## config.mk

```make
export PLATFORM = sky130hd
export DESIGN_NAME = fixed_division
export DESIGN_NICKNAME = d
export VERILOG_FILES = /design/src/rtl/fixed_point_pkg.sv /design/src/rtl/fixed_div_step.sv /design/src/rtl/fixed_division.sv
export SDC_FILE = /design/constraint.sdc
export NUM_CORES = 1
export LEC_CHECK = 0
export CAP_MARGIN = 30
export CORE_ASPECT_RATIO = 0.9
export CORE_MARGIN = 2
export CORE_UTILIZATION = 40
export DETAILED_ROUTE_END_ITERATION = 10
export GPL_ROUTABILITY_DRIVEN = 0
export HOLD_SLACK_MARGIN = 0.08
export SLEW_MARGIN = 0
export SYNTH_ARGS = -nofsm -noshare
export SYNTH_HDL_FRONTEND = slang
export SYNTH_SLANG_ARGS = --single-unit
```

## constraint.sdc

```tcl
create_clock -name clk -period 3.85 [get_ports clk]
set_clock_uncertainty 0.1 [all_clocks]
set_input_delay 0.385 -clock clk [delete_from_list [all_inputs] [get_ports clk]]
set_output_delay 0.385 -clock clk [all_outputs]
set_load 0.05 [all_outputs]
```

## src/rtl/fixed_point_pkg.sv

```systemverilog
// Shared Q10.10 fixed-point definitions for the multiplier/divider pair:
// format widths, limits, divider state encoding and a magnitude helper.
package fixed_point_pkg;

    localparam int INTEGRAL   = 10;
    localparam int FRACTIONAL = 10;
    localparam int WIDTH      = INTEGRAL + FRACTIONAL;

    // Quotient bits produced by the divider: WIDTH result bits plus the
    // FRACTIONAL bits gained by pre-shifting the dividend.
    localparam int DIV_ITERS  = WIDTH + FRACTIONAL;

    // One extra bit so |-2^(WIDTH-1)| is representable.
    localparam int MAG_W      = WIDTH + 1;
    localparam int CNT_W      = $clog2(DIV_ITERS);

    typedef logic signed [WIDTH-1:0] fixed_t;

    localparam fixed_t FIXED_MAX = {1'b0, {(WIDTH-1){1'b1}}};
    localparam fixed_t FIXED_MIN = {1'b1, {(WIDTH-1){1'b0}}};

    // Largest quotient magnitudes that still fit the signed result.
    localparam logic [DIV_ITERS-1:0] MAG_POS_LIMIT =
        {{(DIV_ITERS-WIDTH+1){1'b0}}, {(WIDTH-1){1'b1}}};
    localparam logic [DIV_ITERS-1:0] MAG_NEG_LIMIT =
        {{(DIV_ITERS-WIDTH){1'b0}}, 1'b1, {(WIDTH-1){1'b0}}};

    typedef enum logic [1:0] {
        IDLE   = 2'd0,
        DIVIDE = 2'd1,
        FIX    = 2'd2
    } div_state_t;

    // Absolute value widened by one bit so the most negative input is exact.
    function automatic logic [MAG_W-1:0] abs_mag(input fixed_t v);
        logic signed [MAG_W-1:0] ext;
        ext = {v[WIDTH-1], v};
        if (v[WIDTH-1]) begin
            return -ext;
        end else begin
            return ext;
        end
    endfunction

endpackage

```

## src/rtl/fixed_div_step.sv

```systemverilog
// One restoring-division iteration: shift the next dividend bit into the
// partial remainder and subtract the divisor when it fits.
module fixed_div_step
    import fixed_point_pkg::*;
(
    input  logic [MAG_W-1:0] rem_i,
    input  logic             bit_i,
    input  logic [MAG_W-1:0] divisor_i,
    output logic [MAG_W-1:0] rem_o,
    output logic             qbit_o
);

    logic [MAG_W:0] shifted_s;

    assign shifted_s = {rem_i, bit_i};

    // Trial subtraction: keep the difference and emit 1 when it does not go negative.
    always_comb begin
        rem_o  = shifted_s[MAG_W-1:0];
        qbit_o = 1'b0;
        if (shifted_s >= {1'b0, divisor_i}) begin
            rem_o  = MAG_W'(shifted_s - {1'b0, divisor_i});
            qbit_o = 1'b1;
        end else begin
            rem_o  = shifted_s[MAG_W-1:0];
            qbit_o = 1'b0;
        end
    end

endmodule

```

## src/rtl/fixed_division.sv

```systemverilog
// Signed Q10.10 divider, result = (a << FRACTIONAL) / b. Iterative radix-2
// restoring core on magnitudes, sign and saturation applied in a final cycle.
module fixed_division
    import fixed_point_pkg::*;
(
    input  logic             clk,
    input  logic             rst,
    input  logic             start,
    input  logic [WIDTH-1:0] a,
    input  logic [WIDTH-1:0] b,
    output logic             busy,
    output logic             done,
    output logic [WIDTH-1:0] result,
    output logic             overflow,
    output logic             div_by_zero
);

    div_state_t             state_q,    state_d;
    logic [CNT_W-1:0]       cnt_q,      cnt_d;
    logic [DIV_ITERS-1:0]   dividend_q, dividend_d;
    logic [DIV_ITERS-1:0]   quot_q,     quot_d;
    logic [MAG_W-1:0]       rem_q,      rem_d;
    logic [MAG_W-1:0]       divisor_q,  divisor_d;
    logic                   sign_q,     sign_d;
    logic                   a_neg_q,    a_neg_d;
    logic                   busy_q,     busy_d;
    logic                   done_q,     done_d;
    logic [WIDTH-1:0]       result_q,   result_d;
    logic                   overflow_q, overflow_d;
    logic                   dbz_q,      dbz_d;

    logic [MAG_W-1:0]       abs_a_s;
    logic [MAG_W-1:0]       abs_b_s;
    logic [MAG_W-1:0]       step_rem_s;
    logic                   step_qbit_s;

    assign abs_a_s = abs_mag(a);
    assign abs_b_s = abs_mag(b);

    fixed_div_step u_step (
        .rem_i     (rem_q),
        .bit_i     (dividend_q[DIV_ITERS-1]),
        .divisor_i (divisor_q),
        .rem_o     (step_rem_s),
        .qbit_o    (step_qbit_s)
    );

    // Next-state, datapath and output logic for the IDLE/DIVIDE/FIX sequence.
    always_comb begin
        state_d    = state_q;
        cnt_d      = cnt_q;
        dividend_d = dividend_q;
        quot_d     = quot_q;
        rem_d      = rem_q;
        divisor_d  = divisor_q;
        sign_d     = sign_q;
        a_neg_d    = a_neg_q;
        busy_d     = busy_q;
        done_d     = 1'b0;
        result_d   = result_q;
        overflow_d = overflow_q;
        dbz_d      = dbz_q;

        case (state_q)
            IDLE: begin
                if (start) begin
                    dividend_d = DIV_ITERS'({abs_a_s, {FRACTIONAL{1'b0}}});
                    divisor_d  = abs_b_s;
                    rem_d      = {MAG_W{1'b0}};
                    quot_d     = {DIV_ITERS{1'b0}};
                    sign_d     = a[WIDTH-1] ^ b[WIDTH-1];
                    a_neg_d    = a[WIDTH-1];
                    cnt_d      = CNT_W'(DIV_ITERS - 1);
                    busy_d     = 1'b1;
                    overflow_d = 1'b0;
                    dbz_d      = 1'b0;
                    if (b == {WIDTH{1'b0}}) begin
                        state_d = FIX;
                    end else begin
                        state_d = DIVIDE;
                    end
                end else begin
                    state_d = IDLE;
                end
            end

            DIVIDE: begin
                rem_d      = step_rem_s;
                quot_d     = {quot_q[DIV_ITERS-2:0], step_qbit_s};
                dividend_d = {dividend_q[DIV_ITERS-2:0], 1'b0};
                if (cnt_q == {CNT_W{1'b0}}) begin
                    state_d = FIX;
                end else begin
                    cnt_d = cnt_q - {{(CNT_W-1){1'b0}}, 1'b1};
                end
            end

            FIX: begin
                state_d = IDLE;
                busy_d  = 1'b0;
                done_d  = 1'b1;
                if (divisor_q == {MAG_W{1'b0}}) begin
                    // Division by zero saturates toward the sign of the dividend.
                    result_d   = a_neg_q ? FIXED_MIN : FIXED_MAX;
                    dbz_d      = 1'b1;
                    overflow_d = 1'b0;
                end else if (!sign_q) begin
                    if (quot_q > MAG_POS_LIMIT) begin
                        result_d   = FIXED_MAX;
                        overflow_d = 1'b1;
                    end else begin
                        result_d   = WIDTH'(quot_q);
                        overflow_d = 1'b0;
                    end
                end else begin
                    // Exactly -2^(WIDTH-1) still fits, so the limit test is strict.
                    if (quot_q > MAG_NEG_LIMIT) begin
                        result_d   = FIXED_MIN;
                        overflow_d = 1'b1;
                    end else begin
                        result_d   = WIDTH'(~quot_q + {{(DIV_ITERS-1){1'b0}}, 1'b1});
                        overflow_d = 1'b0;
                    end
                end
            end

            default: begin
                state_d = IDLE;
                busy_d  = 1'b0;
            end
        endcase
    end

    // State and datapath registers with synchronous reset.
    always_ff @(posedge clk) begin
        if (rst) begin
            state_q    <= IDLE;
            cnt_q      <= {CNT_W{1'b0}};
            dividend_q <= {DIV_ITERS{1'b0}};
            quot_q     <= {DIV_ITERS{1'b0}};
            rem_q      <= {MAG_W{1'b0}};
            divisor_q  <= {MAG_W{1'b0}};
            sign_q     <= 1'b0;
            a_neg_q    <= 1'b0;
            busy_q     <= 1'b0;
            done_q     <= 1'b0;
            result_q   <= {WIDTH{1'b0}};
            overflow_q <= 1'b0;
            dbz_q      <= 1'b0;
        end else begin
            state_q    <= state_d;
            cnt_q      <= cnt_d;
            dividend_q <= dividend_d;
            quot_q     <= quot_d;
            rem_q      <= rem_d;
            divisor_q  <= divisor_d;
            sign_q     <= sign_d;
            a_neg_q    <= a_neg_d;
            busy_q     <= busy_d;
            done_q     <= done_d;
            result_q   <= result_d;
            overflow_q <= overflow_d;
            dbz_q      <= dbz_d;
        end
    end

    assign busy        = busy_q;
    assign done        = done_q;
    assign result      = result_q;
    assign overflow    = overflow_q;
    assign div_by_zero = dbz_q;

endmodule
```

==> results.md, run 1 <==
- Pre-CTS setup slack: 0.674 ns
- Status: completed
- Worst-path fanout max: 16
- R2R setup slack: 0.68 ns
- Setup Buffers After CTS: 0
- Hold depth: 2
- Fin crit share: 82.4%
- Post-CTS sizing: 0
- Register bit total from synthesis: 125
- Die boundary width: 146 um
- Number of flops mapped to enable cells by yosys: 0
- Cell Pwr Density: 693 mW/mm2
- Worst-Margin Slew: 0.953 ns
- Hold Buf Count CTS: 0
- Worst Hold Class: primary input to flop
- RSZ-0062 raised after global routing: no
- Largest net degree at the start of global routing: 44
- DP HPWL: 13300 um
- WS Path Type: flop to flop
- # setup viols final: 0
- Period minus WS final: 3.17 ns
- GRT Residual Overflow: 0
- Num CTS Buffers: 17
- LEAKAGE: 0.00348 uW
- Diodes inserted: 0
- # H-tree levels: 4
- Syn Area/Cell: 7.97 um2
- R2R depth: 11
- DRC viols: 0
- Max Cap Viol: 0
- Die H: 131 um
- Startpoint Class: flop
- Non-Filler Cell Area, Final: 0.00866 mm2
- WHS Endpoint: done
- Final ANT Viol Nets: 0
- TritonCTS clock tree: built
- Mapped Nets: 976
- Cells after synthesis: 906
- Peak VDD IR: 0.000337 V
- FF-to-FF End: rem_q[9]
- Final #Nets: 1015
- Core area: 0.0177 mm2
- Vias in the first global route: 6122
- Root buf cell: clkbuf_16
- R2r startpoint: dividend_q[29]
- Distinct cells, synth: 61
- Worst setup EP type: flop
- Vias/cell: 5.53
- WL/cell: 15.9 um
- Routed wire length: 19000 um
- Row count: 46
- Required time worst endpoint: 4.05 ns
- TritonRoute pass-1 iters: 5
- Fin. Hold Viols: 0
- Worst-skew pair later-pin latency: 0.43 ns
- Synth warnings: 0
- Area Overhead vs Synth: 20.1%
- Hold Slack: 0.171 ns
- # fillers: 1748
- Dominant synthesized flop cell: dfxtp_1
- Tot GR Track Use: 20.2%
- Worst Hold Launch: rst
- Layout cells sized above 1: 6.99%
- Antenna violations before repair: 0
- DR vias: 6623
- Total negative slack: 0 ns
- I/O pin count: 67
- Initial Utilization: 40.8%
- Post-place instance area: 0.00802 mm2
- Port buffer count: 66
- Max Clock Freq: 315 MHz
- Max-slew violation count: 0
- Inst Count DP: 1166
- Clk slew on worst S/H paths: 0.06 ns
- Synthesized area: 0.00722 mm2
- Seq/Total Area, Yosys: 34.7%
- Final worst setup slack: 0.676 ns
- Die ar.: 0.0191 mm2
- First-pass GRT wire length: 31600 um
- Clk sink count: 125
- Asr flop ratio synth: 0%
- Max Buffers Root-to-Sink: 2
- Final Non-Filler Cells: 1198
- 1st-iter DRT viols: 482
- Slew HR: 36.3%
- CP arrival: 3.37 ns
[layout by cell type, fill, tap and decap left out, types with 5 or more instances in the layout]
master / n
a32oi_1: 8
inv_1: 43
clkdlybuf4s50_1: 65
a211oi_1: 31
buf_4: 11
a31oi_1: 12
a21oi_1: 60
o211ai_1: 6
o31ai_1: 13
a21o_1: 6
or3_1: 5
a222oi_1: 7
or4_1: 8
nand2_1: 69
xor2_1: 44
mux2i_1: 16
xnor2_1: 26
ha_1: 26
o21ai_0: 66
nor3_1: 17
nor4_1: 12
nor2_1: 118
nand2b_1: 14
nand4_1: 9
clkbuf_16: 17
dfxtp_1: 125
nand3_1: 12
a22oi_1: 33
nor2b_1: 5
clkinv_4: 5
[per-stage QoR]
stage / power, uW / utilization [%]
finish: 6000 / 49.0
detailed placement: 4260 / 45.4
global placement: 4260 / 45.4
global route: 6420 / 49.0
CTS: 6010 / 49.0
floorplan: 3690 / -
[worst max-delay path by stage]
stage / cells after the start / end / startpoint / slack (ns)
finish: 11 / rem_q[9] / dividend_q[29] / 0.68
global route: 10 / rem_q[12] / divisor_q[5] / 0.42
CTS: 11 / rem_q[9] / dividend_q[29] / 0.67
detailed placement: 11 / rem_q[9] / dividend_q[29] / 0.67
global placement: 11 / rem_q[7] / dividend_q[29] / 0.73
floorplan: 11 / rem_q[15] / dividend_q[29] / 1.23
[critical path, cell delays in order, from the launching register on]
cell and delay (ns):
dfxtp_1 0.32, inv_1 0.05, ha_1 0.19, fa_1 0.41, nand2b_1 0.18, a21oi_1 0.27, o211ai_1 0.17, o21ai_1 0.31
a31oi_2 0.44, buf_4 0.35, mux2i_1 0.16, o21ai_0 0.08
[Yosys cell counts (9+ instances only)]
master / n / area share [%]
nand4_1: 9 / 0.78
a22oi_1: 33 / 3.4
xor2_1: 44 / 5.3
nand2_1: 69 / 3.6
o31ai_1: 13 / 1.4
nand2b_1: 14 / 1.2
nor2_1: 119 / 6.2
nor3_1: 17 / 1.2
xnor2_1: 26 / 3.2
clkbuf_1: 45 / 2.3
mux2i_1: 16 / 2.2
a211oi_1: 31 / 3.2
dfxtp_1: 125 / 35
nand3_1: 12 / 0.83
a21oi_1: 60 / 4.2
o21ai_0: 66 / 4.6
inv_1: 43 / 2.2
a31oi_1: 12 / 1.0
nor4_1: 13 / 1.1
ha_1: 26 / 4.5
[cells by family after synthesis]
family	count (synthesis)	synth area share (%)
mux	16	2.22
buf+inv	100	5.60
compound gates	273	24.8
fa+ha+maj	27	4.79
flops	125	34.7
simple gates	295	19.4
xor+xnor	70	8.50
[power by group]
group / total [uW] / internal (uW) / switching (uW)
Sequential: 1610 / 1460 / 145
Clock: 1740 / 1120 / 618
Combinational: 2650 / 1140 / 1520
[layout make-up]
| cell class | count | area, um2 | area share (%) |
|---|---|---|---|
| Inverter | 43 | 161 | 1.86 |
| Timing Repair Buffer | 77 | 738 | 8.52 |
| Sequential cell | 125 | 2500 | 28.9 |
| Clock buffer | 19 | 453 | 5.23 |
| Multi-Input combinational cell | 681 | 4320 | 49.9 |
| Clock inverter | 13 | 188 | 2.17 |
| Tap cell | 240 | 300 | 3.47 |
[state kept, by name (all words and copies together) (netlist names)]
| register | count |
|---|---|
| quot_q | 30 |
| divisor_q | 21 |
| rem_q | 21 |
| dividend_q | 20 |
| result | 20 |
| cnt_q | 5 |
| state_q | 2 |
| a_neg_q | 1 |
| busy | 1 |
| div_by_zero | 1 |
| done | 1 |
| overflow | 1 |
| sign_q | 1 |
[routing by layer]
metal	share of wire, %	routed length, um	global-route usage, %
met5	0	0	0
met4	1.0	192	5.50
met3	4.3	825	4.27
met2	43	8120	29.7
met1	52	9870	29.7
Note: power is estimated with default switching activity, not from simulation.
==> run 2: changes to the inputs <==
==> constraint.sdc (replaced) <==
create_clock -name clk -period 3.2 [get_ports clk]
set_clock_uncertainty 0.1 [all_clocks]
set_input_delay 0.32 -clock clk [delete_from_list [all_inputs] [get_ports clk]]
set_output_delay 0.32 -clock clk [all_outputs]
set_load 0.05 [all_outputs]
==> results.md, run 2 (synthesis gave the netlist of run 1 again) <==
- Tot GR Track Use: 20.2%
- # fillers: 1782
- 1st-iter DRT viols: 457
- Total negative slack: 0 ns
- TritonCTS clock tree: built
- Initial Utilization: 40.8%
- # setup viols final: 0
- Port buffer count: 66
- Startpoint Class: flop
- Hold Buf Count CTS: 0
- I/O pin count: 67
- Cell Pwr Density: 831 mW/mm2
- Max Cap Viol: 0
- Fin crit share: 90.0%
- Num CTS Buffers: 17
- LEAKAGE: 0.00348 uW
- First-pass GRT wire length: 31400 um
- Most common library cell in the layout ignoring fill and taps: dfxtp_1
- Hold Slack: 0.159 ns
- WL/cell: 16.0 um
- Largest Register: quot_q
- Worst Hold Class: primary input to flop
- Required time worst endpoint: 3.39 ns
- # H-tree levels: 4
- Worst setup EP type: flop
- Area Overhead vs Synth: 20.2%
- Pre-CTS setup slack: 0.281 ns
- Leading cell types in the layout, fill and taps excluded: dfxtp_1 (125), nor2_1 (118), nand2_1 (69)
- Worst Hold Launch: rst
- Final #Nets: 1022
- Non-Filler Cell Area, Final: 0.00868 mm2
- Die ar.: 0.0191 mm2
- Final Non-Filler Cells: 1205
- Vias/cell: 5.56
- WS Path Type: flop to flop
- Final ANT Viol Nets: 0
- Root buf cell: clkbuf_16
- Max-slew violation count: 0
- DRC viols: 0
- Biggest regs: quot_q (30), divisor_q (21), rem_q (21)
- Antenna violations before repair: 0
- Row count: 46
- Core area: 0.0177 mm2
- Critical Path Start: dividend_q[29]
- Fin. Hold Viols: 0
- Max reg flops: 30
- Largest net degree at the start of global routing: 42
- GRT Residual Overflow: 0
- Clk slew on worst S/H paths: 0.06 ns
- Period minus WS final: 2.88 ns
- Die H: 131 um
- Max Buffers Root-to-Sink: 2
- Peak VDD IR: 0.000474 V
- DP HPWL: 13700 um
- Diodes inserted: 0
- Post-place instance area: 0.00808 mm2
- Status: completed
- DR vias: 6699
- R2r startpoint: dividend_q[29]
- TritonRoute pass-1 iters: 5
- Post-CTS sizing: 0
- Vias in the first global route: 6008
- Max Clock Freq: 347 MHz
- Setup Buffers After CTS: 0
- Clk sink count: 125
- RSZ-0062 raised after global routing: no
- Slew HR: 40.5%
- Final worst setup slack: 0.319 ns
- Layout cells sized above 1: 7.36%
- Worst-skew pair later-pin latency: 0.44 ns
- Worst-path fanout max: 10
- Worst-Margin Slew: 0.890 ns
- CP arrival: 3.07 ns
- Routed wire length: 19200 um
- Inst Count DP: 1173
- Die boundary width: 146 um
==> run 2: changes by cell type in the layout (fill, tap and decap cells not counted), sizes merged <==
cell,previous run,this run
buf,12,19
clkinv,8,5
clkinvlp,0,2
clkbuf,19,20
inv,44,45
bufinv,4,3
==> run 2: path summary, 6_finish.rpt <==
path | endpoint | slack [ns] | cells after the start
hold reg to reg | result[1] | 0.35 | 2
setup reg to reg | rem_q[11] | 0.32 | 11
hold / removal | quot_q[17] | 0.16 | 2
setup / recovery | rem_q[11] | 0.32 | 11
==> run 2: critical path, stage by stage, from the launching register on <==
cell and delay, ns:
dfxtp_1 0.33, inv_1 0.05, ha_1 0.20, fa_1 0.40, nand2b_1 0.19, a21oi_1 0.26
o211ai_1 0.18, o21ai_1 0.23, a31oi_2 0.26, buf_4 0.28, mux2i_1 0.18, o21ai_0 0.10
==> run 2: layout make-up <==
cell class | instances | area [um2] | share of cell area (%)
Clock buffer | 20 | 437 | 5.03
Clock inverter | 12 | 163 | 1.87
Inverter | 43 | 161 | 1.86
Multi-Input combinational cell | 681 | 4320 | 49.8
Sequential cell | 125 | 2500 | 28.8
Tap cell | 240 | 300 | 3.46
Timing Repair Buffer | 84 | 791 | 9.11
==> run 2: per-layer routing <==
metal	vias up	GRT usage [%]	wire length, um
met1	3116	29.8	9690
met4	0	5.28	196
met3	16	4.97	1080
li1	3363	-	-
met5	-	0	0
met2	204	29.3	8260
==> run 2: metrics by stage <==
step	util, %	total power (uW)
floorplan	-	4440
global placement	45.7	5180
detailed placement	45.7	5200
CTS	49.1	7220
global route	49.1	7700
finish	49.1	7210
==> run 2: power breakdown <==
part           internal [uW]  switching, uW
sequential              1760            173
combinational           1410           1880
clock                   1230            753
total                   4400           2800
